<file path="config.mk">
export PLATFORM = sky130hd
export DESIGN_NAME = inst_encoder
export DESIGN_NICKNAME = d
export VERILOG_FILES = /design/src/rtl/inst_encoder.sv
export SDC_FILE = /design/constraint.sdc
export NUM_CORES = 1
export LEC_CHECK = 0
export CORE_ASPECT_RATIO = 0.5
export CORE_MARGIN = 8
export CORE_UTILIZATION = 57
export DETAILED_ROUTE_END_ITERATION = 10
export PLACE_DENSITY = 0.95
export SETUP_SLACK_MARGIN = 0.05
export SLEW_MARGIN = 10
export SYNTH_ARGS = -nofsm -noshare
export SYNTH_HDL_FRONTEND = slang
export SYNTH_SLANG_ARGS = --single-unit
</file>
<file path="constraint.sdc">
create_clock -name clk -period 3.95 [get_ports clk]
set_input_delay 0.9875 -clock clk [delete_from_list [all_inputs] [get_ports clk]]
set_output_delay 0.9875 -clock clk [all_outputs]
set_load 0.1 [all_outputs]
</file>
<file path="src/rtl/inst_encoder.sv">
// rtl/inst_encoder.sv - RV32IM+Zicsr+Zicond instruction word assembler with LI expansion
module inst_encoder (
    input  logic        clk,
    input  logic        rst_n,
    input  logic        req_valid,
    output logic        req_ready,
    input  logic [5:0]  req_op,
    input  logic [4:0]  req_rd,
    input  logic [4:0]  req_rs1,
    input  logic [4:0]  req_rs2,
    input  logic [31:0] req_imm,
    output logic        out_valid,
    input  logic        out_ready,
    output logic [31:0] out_inst,
    output logic        out_err
);

    // Mnemonic codes
    localparam logic [5:0] OP_ADD    = 6'd0;
    localparam logic [5:0] OP_SUB    = 6'd1;
    localparam logic [5:0] OP_AND    = 6'd2;
    localparam logic [5:0] OP_OR     = 6'd3;
    localparam logic [5:0] OP_XOR    = 6'd4;
    localparam logic [5:0] OP_SLL    = 6'd5;
    localparam logic [5:0] OP_SRL    = 6'd6;
    localparam logic [5:0] OP_SRA    = 6'd7;
    localparam logic [5:0] OP_SLT    = 6'd8;
    localparam logic [5:0] OP_SLTU   = 6'd9;
    localparam logic [5:0] OP_ADDI   = 6'd10;
    localparam logic [5:0] OP_ANDI   = 6'd11;
    localparam logic [5:0] OP_ORI    = 6'd12;
    localparam logic [5:0] OP_XORI   = 6'd13;
    localparam logic [5:0] OP_SLLI   = 6'd14;
    localparam logic [5:0] OP_SRLI   = 6'd15;
    localparam logic [5:0] OP_SRAI   = 6'd16;
    localparam logic [5:0] OP_SLTI   = 6'd17;
    localparam logic [5:0] OP_SLTIU  = 6'd18;
    localparam logic [5:0] OP_LB     = 6'd19;
    localparam logic [5:0] OP_LH     = 6'd20;
    localparam logic [5:0] OP_LW     = 6'd21;
    localparam logic [5:0] OP_LBU    = 6'd22;
    localparam logic [5:0] OP_LHU    = 6'd23;
    localparam logic [5:0] OP_SB     = 6'd24;
    localparam logic [5:0] OP_SH     = 6'd25;
    localparam logic [5:0] OP_SW     = 6'd26;
    localparam logic [5:0] OP_BEQ    = 6'd27;
    localparam logic [5:0] OP_BNE    = 6'd28;
    localparam logic [5:0] OP_BLT    = 6'd29;
    localparam logic [5:0] OP_BGE    = 6'd30;
    localparam logic [5:0] OP_BLTU   = 6'd31;
    localparam logic [5:0] OP_BGEU   = 6'd32;
    localparam logic [5:0] OP_JAL    = 6'd33;
    localparam logic [5:0] OP_JALR   = 6'd34;
    localparam logic [5:0] OP_LUI    = 6'd35;
    localparam logic [5:0] OP_AUIPC  = 6'd36;
    localparam logic [5:0] OP_CSRRW  = 6'd37;
    localparam logic [5:0] OP_CSRRS  = 6'd38;
    localparam logic [5:0] OP_CSRRC  = 6'd39;
    localparam logic [5:0] OP_CSRRWI = 6'd40;
    localparam logic [5:0] OP_CSRRSI = 6'd41;
    localparam logic [5:0] OP_CSRRCI = 6'd42;
    localparam logic [5:0] OP_ECALL  = 6'd43;
    localparam logic [5:0] OP_MRET   = 6'd44;
    localparam logic [5:0] OP_SRET   = 6'd45;
    localparam logic [5:0] OP_MUL    = 6'd46;
    localparam logic [5:0] OP_MULH   = 6'd47;
    localparam logic [5:0] OP_MULHSU = 6'd48;
    localparam logic [5:0] OP_MULHU  = 6'd49;
    localparam logic [5:0] OP_DIV    = 6'd50;
    localparam logic [5:0] OP_DIVU   = 6'd51;
    localparam logic [5:0] OP_REM    = 6'd52;
    localparam logic [5:0] OP_REMU   = 6'd53;
    localparam logic [5:0] OP_CZEQZ  = 6'd54;
    localparam logic [5:0] OP_CZNEZ  = 6'd55;
    localparam logic [5:0] OP_LI     = 6'd56;

    // Major opcodes
    localparam logic [6:0] OPC_OP     = 7'b0110011;
    localparam logic [6:0] OPC_OPIMM  = 7'b0010011;
    localparam logic [6:0] OPC_LOAD   = 7'b0000011;
    localparam logic [6:0] OPC_STORE  = 7'b0100011;
    localparam logic [6:0] OPC_BRANCH = 7'b1100011;
    localparam logic [6:0] OPC_JAL    = 7'b1101111;
    localparam logic [6:0] OPC_JALR   = 7'b1100111;
    localparam logic [6:0] OPC_LUI    = 7'b0110111;
    localparam logic [6:0] OPC_AUIPC  = 7'b0010111;
    localparam logic [6:0] OPC_SYSTEM = 7'b1110011;

    // funct7 values
    localparam logic [6:0] F7_BASE = 7'b0000000;
    localparam logic [6:0] F7_ALT  = 7'b0100000;
    localparam logic [6:0] F7_MULD = 7'b0000001;
    localparam logic [6:0] F7_CZ   = 7'b0000111;

    typedef enum logic {IDLE, LI_LO} state_t;

    state_t      state, state_nxt;
    logic        acc;
    logic        slot_free;
    logic        emit_lo;
    logic [31:0] enc_inst;
    logic        enc_err;
    logic        enc_two;
    logic [4:0]  lo_rd;
    logic [11:0] lo_imm;
    logic [19:0] li_hi;
    logic        imm_ok_i;
    logic        imm_ok_sh;
    logic        imm_ok_b;
    logic        imm_ok_j;

    function automatic logic [31:0] fmt_r(input logic [6:0] f7, input logic [4:0] rs2,
                                          input logic [4:0] rs1, input logic [2:0] f3,
                                          input logic [4:0] rd, input logic [6:0] opc);
        return {f7, rs2, rs1, f3, rd, opc};
    endfunction

    function automatic logic [31:0] fmt_i(input logic [11:0] imm, input logic [4:0] rs1,
                                          input logic [2:0] f3, input logic [4:0] rd,
                                          input logic [6:0] opc);
        return {imm, rs1, f3, rd, opc};
    endfunction

    function automatic logic [31:0] fmt_s(input logic [11:0] imm, input logic [4:0] rs2,
                                          input logic [4:0] rs1, input logic [2:0] f3);
        return {imm[11:5], rs2, rs1, f3, imm[4:0], OPC_STORE};
    endfunction

    function automatic logic [31:0] fmt_b(input logic [12:1] off, input logic [4:0] rs2,
                                          input logic [4:0] rs1, input logic [2:0] f3);
        return {off[12], off[10:5], rs2, rs1, f3, off[4:1], off[11], OPC_BRANCH};
    endfunction

    function automatic logic [31:0] fmt_u(input logic [19:0] imm, input logic [4:0] rd,
                                          input logic [6:0] opc);
        return {imm, rd, opc};
    endfunction

    function automatic logic [31:0] fmt_j(input logic [20:1] off, input logic [4:0] rd);
        return {off[20], off[10:1], off[11], off[19:12], rd, OPC_JAL};
    endfunction

    // Immediate range qualifiers: sign bits above the field must all agree
    assign imm_ok_i  = (&req_imm[31:11]) | ~(|req_imm[31:11]);
    assign imm_ok_sh = ~(|req_imm[31:5]);
    assign imm_ok_b  = ~req_imm[0] & ((&req_imm[31:12]) | ~(|req_imm[31:12]));
    assign imm_ok_j  = ~req_imm[0] & ((&req_imm[31:20]) | ~(|req_imm[31:20]));

    // LI upper part rounds so the sign-extended low 12 bits land back on imm
    assign li_hi = req_imm[31:12] + {19'd0, req_imm[11]};

    // Encode the presented request into its first (or only) word
    always_comb begin
        enc_inst = 32'h0000_0000;
        enc_err  = 1'b0;
        enc_two  = 1'b0;
        case (req_op)
            OP_ADD:    enc_inst = fmt_r(F7_BASE, req_rs2, req_rs1, 3'b000, req_rd, OPC_OP);
            OP_SUB:    enc_inst = fmt_r(F7_ALT,  req_rs2, req_rs1, 3'b000, req_rd, OPC_OP);
            OP_SLL:    enc_inst = fmt_r(F7_BASE, req_rs2, req_rs1, 3'b001, req_rd, OPC_OP);
            OP_SLT:    enc_inst = fmt_r(F7_BASE, req_rs2, req_rs1, 3'b010, req_rd, OPC_OP);
            OP_SLTU:   enc_inst = fmt_r(F7_BASE, req_rs2, req_rs1, 3'b011, req_rd, OPC_OP);
            OP_XOR:    enc_inst = fmt_r(F7_BASE, req_rs2, req_rs1, 3'b100, req_rd, OPC_OP);
            OP_SRL:    enc_inst = fmt_r(F7_BASE, req_rs2, req_rs1, 3'b101, req_rd, OPC_OP);
            OP_SRA:    enc_inst = fmt_r(F7_ALT,  req_rs2, req_rs1, 3'b101, req_rd, OPC_OP);
            OP_OR:     enc_inst = fmt_r(F7_BASE, req_rs2, req_rs1, 3'b110, req_rd, OPC_OP);
            OP_AND:    enc_inst = fmt_r(F7_BASE, req_rs2, req_rs1, 3'b111, req_rd, OPC_OP);
            OP_MUL:    enc_inst = fmt_r(F7_MULD, req_rs2, req_rs1, 3'b000, req_rd, OPC_OP);
            OP_MULH:   enc_inst = fmt_r(F7_MULD, req_rs2, req_rs1, 3'b001, req_rd, OPC_OP);
            OP_MULHSU: enc_inst = fmt_r(F7_MULD, req_rs2, req_rs1, 3'b010, req_rd, OPC_OP);
            OP_MULHU:  enc_inst = fmt_r(F7_MULD, req_rs2, req_rs1, 3'b011, req_rd, OPC_OP);
            OP_DIV:    enc_inst = fmt_r(F7_MULD, req_rs2, req_rs1, 3'b100, req_rd, OPC_OP);
            OP_DIVU:   enc_inst = fmt_r(F7_MULD, req_rs2, req_rs1, 3'b101, req_rd, OPC_OP);
            OP_REM:    enc_inst = fmt_r(F7_MULD, req_rs2, req_rs1, 3'b110, req_rd, OPC_OP);
            OP_REMU:   enc_inst = fmt_r(F7_MULD, req_rs2, req_rs1, 3'b111, req_rd, OPC_OP);
            OP_CZEQZ:  enc_inst = fmt_r(F7_CZ,   req_rs2, req_rs1, 3'b101, req_rd, OPC_OP);
            OP_CZNEZ:  enc_inst = fmt_r(F7_CZ,   req_rs2, req_rs1, 3'b111, req_rd, OPC_OP);
            OP_ADDI, OP_SLTI, OP_SLTIU, OP_XORI, OP_ORI, OP_ANDI: begin
                if (imm_ok_i) begin
                    case (req_op)
                        OP_SLTI:  enc_inst = fmt_i(req_imm[11:0], req_rs1, 3'b010, req_rd, OPC_OPIMM);
                        OP_SLTIU: enc_inst = fmt_i(req_imm[11:0], req_rs1, 3'b011, req_rd, OPC_OPIMM);
                        OP_XORI:  enc_inst = fmt_i(req_imm[11:0], req_rs1, 3'b100, req_rd, OPC_OPIMM);
                        OP_ORI:   enc_inst = fmt_i(req_imm[11:0], req_rs1, 3'b110, req_rd, OPC_OPIMM);
                        OP_ANDI:  enc_inst = fmt_i(req_imm[11:0], req_rs1, 3'b111, req_rd, OPC_OPIMM);
                        default:  enc_inst = fmt_i(req_imm[11:0], req_rs1, 3'b000, req_rd, OPC_OPIMM);
                    endcase
                end else begin
                    enc_err = 1'b1;
                end
            end
            OP_SLLI, OP_SRLI, OP_SRAI: begin
                if (imm_ok_sh) begin
                    case (req_op)
                        OP_SLLI: enc_inst = fmt_i({F7_BASE, req_imm[4:0]}, req_rs1, 3'b001, req_rd, OPC_OPIMM);
                        OP_SRLI: enc_inst = fmt_i({F7_BASE, req_imm[4:0]}, req_rs1, 3'b101, req_rd, OPC_OPIMM);
                        default: enc_inst = fmt_i({F7_ALT,  req_imm[4:0]}, req_rs1, 3'b101, req_rd, OPC_OPIMM);
                    endcase
                end else begin
                    enc_err = 1'b1;
                end
            end
            OP_LB, OP_LH, OP_LW, OP_LBU, OP_LHU, OP_JALR: begin
                if (imm_ok_i) begin
                    case (req_op)
                        OP_LB:   enc_inst = fmt_i(req_imm[11:0], req_rs1, 3'b000, req_rd, OPC_LOAD);
                        OP_LH:   enc_inst = fmt_i(req_imm[11:0], req_rs1, 3'b001, req_rd, OPC_LOAD);
                        OP_LW:   enc_inst = fmt_i(req_imm[11:0], req_rs1, 3'b010, req_rd, OPC_LOAD);
                        OP_LBU:  enc_inst = fmt_i(req_imm[11:0], req_rs1, 3'b100, req_rd, OPC_LOAD);
                        OP_LHU:  enc_inst = fmt_i(req_imm[11:0], req_rs1, 3'b101, req_rd, OPC_LOAD);
                        default: enc_inst = fmt_i(req_imm[11:0], req_rs1, 3'b000, req_rd, OPC_JALR);
                    endcase
                end else begin
                    enc_err = 1'b1;
                end
            end
            OP_SB, OP_SH, OP_SW: begin
                if (imm_ok_i) begin
                    case (req_op)
                        OP_SB:   enc_inst = fmt_s(req_imm[11:0], req_rs2, req_rs1, 3'b000);
                        OP_SH:   enc_inst = fmt_s(req_imm[11:0], req_rs2, req_rs1, 3'b001);
                        default: enc_inst = fmt_s(req_imm[11:0], req_rs2, req_rs1, 3'b010);
                    endcase
                end else begin
                    enc_err = 1'b1;
                end
            end
            OP_BEQ, OP_BNE, OP_BLT, OP_BGE, OP_BLTU, OP_BGEU: begin
                if (imm_ok_b) begin
                    case (req_op)
                        OP_BEQ:  enc_inst = fmt_b(req_imm[12:1], req_rs2, req_rs1, 3'b000);
                        OP_BNE:  enc_inst = fmt_b(req_imm[12:1], req_rs2, req_rs1, 3'b001);
                        OP_BLT:  enc_inst = fmt_b(req_imm[12:1], req_rs2, req_rs1, 3'b100);
                        OP_BGE:  enc_inst = fmt_b(req_imm[12:1], req_rs2, req_rs1, 3'b101);
                        OP_BLTU: enc_inst = fmt_b(req_imm[12:1], req_rs2, req_rs1, 3'b110);
                        default: enc_inst = fmt_b(req_imm[12:1], req_rs2, req_rs1, 3'b111);
                    endcase
                end else begin
                    enc_err = 1'b1;
                end
            end
            OP_JAL: begin
                if (imm_ok_j) enc_inst = fmt_j(req_imm[20:1], req_rd);
                else          enc_err  = 1'b1;
            end
            OP_LUI:    enc_inst = fmt_u(req_imm[31:12], req_rd, OPC_LUI);
            OP_AUIPC:  enc_inst = fmt_u(req_imm[31:12], req_rd, OPC_AUIPC);
            OP_CSRRW:  enc_inst = fmt_i(req_imm[11:0], req_rs1, 3'b001, req_rd, OPC_SYSTEM);
            OP_CSRRS:  enc_inst = fmt_i(req_imm[11:0], req_rs1, 3'b010, req_rd, OPC_SYSTEM);
            OP_CSRRC:  enc_inst = fmt_i(req_imm[11:0], req_rs1, 3'b011, req_rd, OPC_SYSTEM);
            OP_CSRRWI: enc_inst = fmt_i(req_imm[11:0], req_rs1, 3'b101, req_rd, OPC_SYSTEM);
            OP_CSRRSI: enc_inst = fmt_i(req_imm[11:0], req_rs1, 3'b110, req_rd, OPC_SYSTEM);
            OP_CSRRCI: enc_inst = fmt_i(req_imm[11:0], req_rs1, 3'b111, req_rd, OPC_SYSTEM);
            OP_ECALL:  enc_inst = 32'h0000_0073;
            OP_MRET:   enc_inst = 32'h3020_0073;
            OP_SRET:   enc_inst = 32'h1020_0073;
            OP_LI: begin
                if (req_rd == 5'd0) begin
                    // Writes to x0 are discarded anyway; emit a canonical NOP
                    enc_inst = fmt_i(12'h000, 5'd0, 3'b000, 5'd0, OPC_OPIMM);
                end else if (imm_ok_i) begin
                    enc_inst = fmt_i(req_imm[11:0], 5'd0, 3'b000, req_rd, OPC_OPIMM);
                end else begin
                    enc_inst = fmt_u(li_hi, req_rd, OPC_LUI);
                    enc_two  = (req_imm[11:0] != 12'h000);
                end
            end
            default:   enc_err = 1'b1;
        endcase
        if (enc_err) enc_inst = 32'h0000_0000;
    end

    // FSM state register
    always_ff @(posedge clk or negedge rst_n) begin
        if (!rst_n) state <= IDLE;
        else        state <= state_nxt;
    end

    // FSM next state: LI_LO lasts until the ADDI half gets the output slot
    always_comb begin
        state_nxt = state;
        case (state)
            IDLE:    if (acc && enc_two) state_nxt = LI_LO;
            LI_LO:   if (slot_free)      state_nxt = IDLE;
            default: state_nxt = IDLE;
        endcase
    end

    // FSM outputs: handshake and second-word emit strobe
    always_comb begin
        slot_free = !out_valid || out_ready;
        req_ready = (state == IDLE) && slot_free;
        emit_lo   = (state == LI_LO) && slot_free;
    end

    assign acc = req_valid && req_ready;

    // Capture the LI low half while its LUI is being emitted
    always_ff @(posedge clk or negedge rst_n) begin
        if (!rst_n) begin
            lo_rd  <= 5'd0;
            lo_imm <= 12'h000;
        end else if (acc && enc_two) begin
            lo_rd  <= req_rd;
            lo_imm <= req_imm[11:0];
        end
    end

    // Output register: reloads on the same edge it drains
    always_ff @(posedge clk or negedge rst_n) begin
        if (!rst_n) begin
            out_valid <= 1'b0;
            out_inst  <= 32'h0000_0000;
            out_err   <= 1'b0;
        end else if (acc) begin
            out_valid <= 1'b1;
            out_inst  <= enc_inst;
            out_err   <= enc_err;
        end else if (emit_lo) begin
            out_valid <= 1'b1;
            out_inst  <= fmt_i(lo_imm, lo_rd, 3'b000, lo_rd, OPC_OPIMM);
            out_err   <= 1'b0;
        end else if (out_ready) begin
            out_valid <= 1'b0;
        end
    end

endmodule

</file>
==> out/summary.md <==
### Job
* maxcap violations: 0

### Pwr
* PD cells: 330 nW/um^2
* proportion of power drawn by the clock network: 26.5%
* switching power of the nets: 0.807 mW
* part of the power in combinational logic: 41.9%
* switching part of the total: 41.6%
* Total Power: 1.94 mW
* Max IR drop VDD: 230 uV
* Seq pwr share: 31.7%
* Internal Dissipation: 1.13 mW
* leakage power total: 2.31 nW

### Worst setup path
* worst setup path start: req_op[4]
* delay of the slowest cell on the worst path: 0.56 ns
* critical path data required time: 4.13 ns
* endpoint of the worst register-to-register path: out_inst[11]
* cells on worst reg2reg path: 7
* slowest stage cell on the critical path: sky130_fd_sc_hd__clkdlybuf4s50_1
* maximum fanout encountered on the critical timing path: 12
* Worst Path Arrival: 3.98 ns
* capturing element type of the critical path: flop
* launching point of the worst reg2reg path: state
* kind of start point of the critical path: primary input
* worst setup path class: primary input to flop
* CP cell instances: clkdlybuf4s50_1 -> buf_4 -> nor3b_1 -> nand3_1 -> nand4_1 -> a21oi_1 -> o211ai_4 -> nor2b_1 -> a221o_2
* setup slack, reg-to-reg: 1.52 ns

### Synthesis
* most used flip-flop cell after synthesis: sky130_fd_sc_hd__dfrtp_1
* area share of the largest cell type after synthesis: 28.7%
* Post-synth EDFFs: 0
* count of unique library cells instantiated by Yosys: 91
* synthesized area: 4450 sq um
* Synth warnings: 0
* post-synthesis cell type with the largest combined area: sky130_fd_sc_hd__dfrtp_1
* Synthesized Nets: 606
* sequential fraction of the synthesis area: 28.7%
* Synth async-reset ratio: 100%
* number of cells produced by synthesis: 546
* Synth Area per Inst: 8.14 sq um
* largest cells by area after synthesis: sky130_fd_sc_hd__dfrtp_1 29%, sky130_fd_sc_hd__nand2_1 4.7%, sky130_fd_sc_hd__mux2_2 4.6%, sky130_fd_sc_hd__a21oi_1 3.9%, sky130_fd_sc_hd__o21ai_0 3.3%
* number of synthesized register bits: 51

### Detailed routing
* Iteration-0 DRC Markers: 1060
* first-pass iteration count of the detailed router: 11
* Antenna Nets Post-Route: 0
* mean number of vias per cell: 7.45
* # DRC: 4
* average routed wire per standard cell: 23.6 microns
* Vias: 5655
* post-detailed-routing wire length: 17900 microns

### STA
* time the worst path needs with I/O delays and setup: 3.80 ns
* ratio of final minimum period to clock period: 96.1%
* total negative slack for setup checks: 0 ns
* timing-limited maximum frequency: 263 MHz
* minimum setup slack in the final design: 0.153 ns
* Final Max Slew Viols: 0
* RSZ-0062 raised after global routing: no
* Final Hold Vio Count: 0
* post-route clock skew: 0.00722 ns
* count of final setup violators: 0
* actual slew at the worst max-slew pin: 0.980 ns
* remaining max-slew budget at the tightest pin: 34.5%

### GRT
* overflow left after global routing: 0
* largest net degree at the start of global routing: 36
* antenna violations before repair: 1
* global-route wire length before repair: 28000 microns
* GRT Overall Usage: 31.3%
* number of global-route vias before repair: 5343

### Clock tree
* hold-fix buffers at CTS: 0
* TritonCTS clock tree: built
* clock-pin slew reported for the worst setup and hold paths after clock tree synthesis: 0.08 ns
* clk buf depth: 2
* post-CTS setup buffers: 0
* Root Driver: sky130_fd_sc_hd__clkbuf_16
* deepest level of the CTS H-tree: 2
* total clock buffers created by CTS: 5
* count of cells resized by post-cts repair: 0
* clock latency on the worst-skew pair: 0.30 ns
* CTS sink count: 51

### Floorplanning
* Core Box Area: 7430 sq um
* number of rows created at floorplan: 22
* Starting Density: 59.8%
* Chip Width: 141 microns
* Die Footprint: 11100 sq um
* io pins: 92
* Die Ht: 78.4 microns

### Cells and area
* area growth from synthesis to layout: 32.4%
* Diodes inserted: 0
* non-filler instance count after layout: 759
* share of layout cells above drive strength 1: 17.2%
* layout net count: 722
* Filler Cell Count: 476
* area of all placed cells without fillers: 5890 sq um

### Run status
* violations in the final reports: DRC
* outcome: finished, violations left

### Placement
* number of port buffers: 91
* final weighted congestion in routability-driven placement: 1.17
* number of placed instances, taps included: 751
* placed wire-length estimate: 12900 microns
* dpl cell area: 5720 sq um
* worst setup slack after placement: 0.0692 ns

### Hold path
* Hold Crit Endpoint: out_err
* Hold Path Depth: 2
* kind of path behind the tightest hold check: flop to flop
* start point of the worst hold path: out_err

==> Yosys cell counts (5+ instances only) <==
| cell | number |
|---|---|
| sky130_fd_sc_hd__clkbuf_1 | 18 |
| sky130_fd_sc_hd__buf_2 | 9 |
| sky130_fd_sc_hd__a221o_1 | 10 |
| sky130_fd_sc_hd__a32oi_1 | 5 |
| sky130_fd_sc_hd__nand4_1 | 12 |
| sky130_fd_sc_hd__dfrtp_1 | 51 |
| sky130_fd_sc_hd__nor3_1 | 15 |
| sky130_fd_sc_hd__inv_1 | 17 |
| sky130_fd_sc_hd__or3_1 | 11 |
| sky130_fd_sc_hd__o21ai_0 | 29 |
| sky130_fd_sc_hd__nor3b_1 | 10 |
| sky130_fd_sc_hd__nor2_1 | 38 |
| sky130_fd_sc_hd__nor4_1 | 9 |
| sky130_fd_sc_hd__a21oi_1 | 35 |
| sky130_fd_sc_hd__mux2_2 | 18 |
| sky130_fd_sc_hd__a22oi_1 | 6 |
| sky130_fd_sc_hd__o32a_1 | 6 |
| sky130_fd_sc_hd__nand2_1 | 56 |
| sky130_fd_sc_hd__o21ai_1 | 7 |
| sky130_fd_sc_hd__nor2b_1 | 8 |
| sky130_fd_sc_hd__nand3_1 | 26 |
| sky130_fd_sc_hd__nand2b_1 | 7 |
| sky130_fd_sc_hd__and3_1 | 6 |
| sky130_fd_sc_hd__a31oi_1 | 13 |
| sky130_fd_sc_hd__o211ai_1 | 6 |
==> layout make-up <==
type,count,area [sq um],share of cell area (%)
Clock buffer,5,125,2.13
Clock inverter,3,46.3,0.786
Inverter,18,67.6,1.15
Multi-Input combinational cell,440,2900,49.2
Sequential cell,51,1280,21.7
Tap cell,96,120,2.04
Timing Repair Buffer,146,1350,23.0
==> worst max path at each step <==
stage	end	slack, ns	depth (start not counted)
after CTS	out_inst[15]	0.26	10
after global placement	out_inst[29]	0.16	10
final	out_inst[22]	0.15	9
after global routing	out_inst[17]	0.07	9
after floorplan	lo_imm[10]	0.11	6
after detailed placement	out_inst[18]	0.07	10
==> cells by family (layout without fill, tap and decap cells) <==
logic type | Yosys count | after routing | share of synthesized area (%)
xor gates and xnor gates | 2 | 2 | 0.394
muxes | 18 | 18 | 4.56
buffers and inverters | 55 | 172 | 6.11
and+or+nand+nor | 236 | 236 | 29.2
DFF | 51 | 51 | 28.7
AOI/OAI and AO/OA | 181 | 181 | 30.2
adders and majority gates | 3 | 3 | 0.844
==> metal layers <==
metal / routed length, microns / share of wire, % / global-route usage [%] / up-vias
li1: - / - / - / 2349
met1: 6320 / 35 / 38.4 / 2542
met2: 7670 / 43 / 49.1 / 589
met3: 2830 / 16 / 9.17 / 173
met4: 1090 / 6.1 / 16.9 / 2
met5: 54 / 0.30 / 2.63 / -
==> worst max-delay path, delay by kind of cell <==
kind | cells | cell delay (ns)
AOI/OAI and AO/OA | 3 | 1.05
buffers and inverters | 2 | 0.80
and+or+nand+nor | 4 | 1.13
==> state kept, by name (all words and copies together) (netlist names) <==
name and count:
state 1, out_err 1, lo_rd 5, lo_imm 12
out_inst 31, out_valid 1
==> power by group through the flow <==
| stage | combinational (mW) | sequential, mW | clock, mW |
|---|---|---|---|
| 6_report | 0.813 | 0.614 | 0.513 |
| 4_1_cts | 0.797 | 0.613 | 0.507 |
| 3_3_place_gp | 0.776 | 0.619 | 0 |
| 3_5_place_dp | 0.790 | 0.623 | 0 |
| 2_1_floorplan | 0.247 | 0.897 | 0 |
| 5_1_grt | 0.839 | 0.619 | 0.529 |
==> stage by stage <==
step	hold WS (ns)	utilization, %
2_1_floorplan	0.473	-
3_3_place_gp	0.467	76.9
3_5_place_dp	0.476	76.9
4_1_cts	0.493	79.2
5_1_grt	0.529	79.2
6_report	0.487	79.2
==> cell usage in the layout, fill, tap and decap left out, types with 7 or more instances in the layout <==
master                            instances
sky130_fd_sc_hd__o21ai_1                  7
sky130_fd_sc_hd__nor4_1                   9
sky130_fd_sc_hd__dfrtp_1                 51
sky130_fd_sc_hd__a221o_1                 10
sky130_fd_sc_hd__nand2b_1                 7
sky130_fd_sc_hd__nor3b_1                 10
sky130_fd_sc_hd__nor3_1                  15
sky130_fd_sc_hd__mux2_2                  18
sky130_fd_sc_hd__nor2b_1                  8
sky130_fd_sc_hd__o21ai_0                 29
sky130_fd_sc_hd__or3_1                   11
sky130_fd_sc_hd__nand2_1                 56
sky130_fd_sc_hd__a21oi_1                 35
sky130_fd_sc_hd__nand3_1                 26
sky130_fd_sc_hd__inv_1                   17
sky130_fd_sc_hd__a31oi_1                 13
sky130_fd_sc_hd__clkdlybuf4s50_1         89
sky130_fd_sc_hd__nor2_1                  38
sky130_fd_sc_hd__buf_4                   53
sky130_fd_sc_hd__nand4_1                 12
Note: power is estimated with default switching activity, not from simulation.
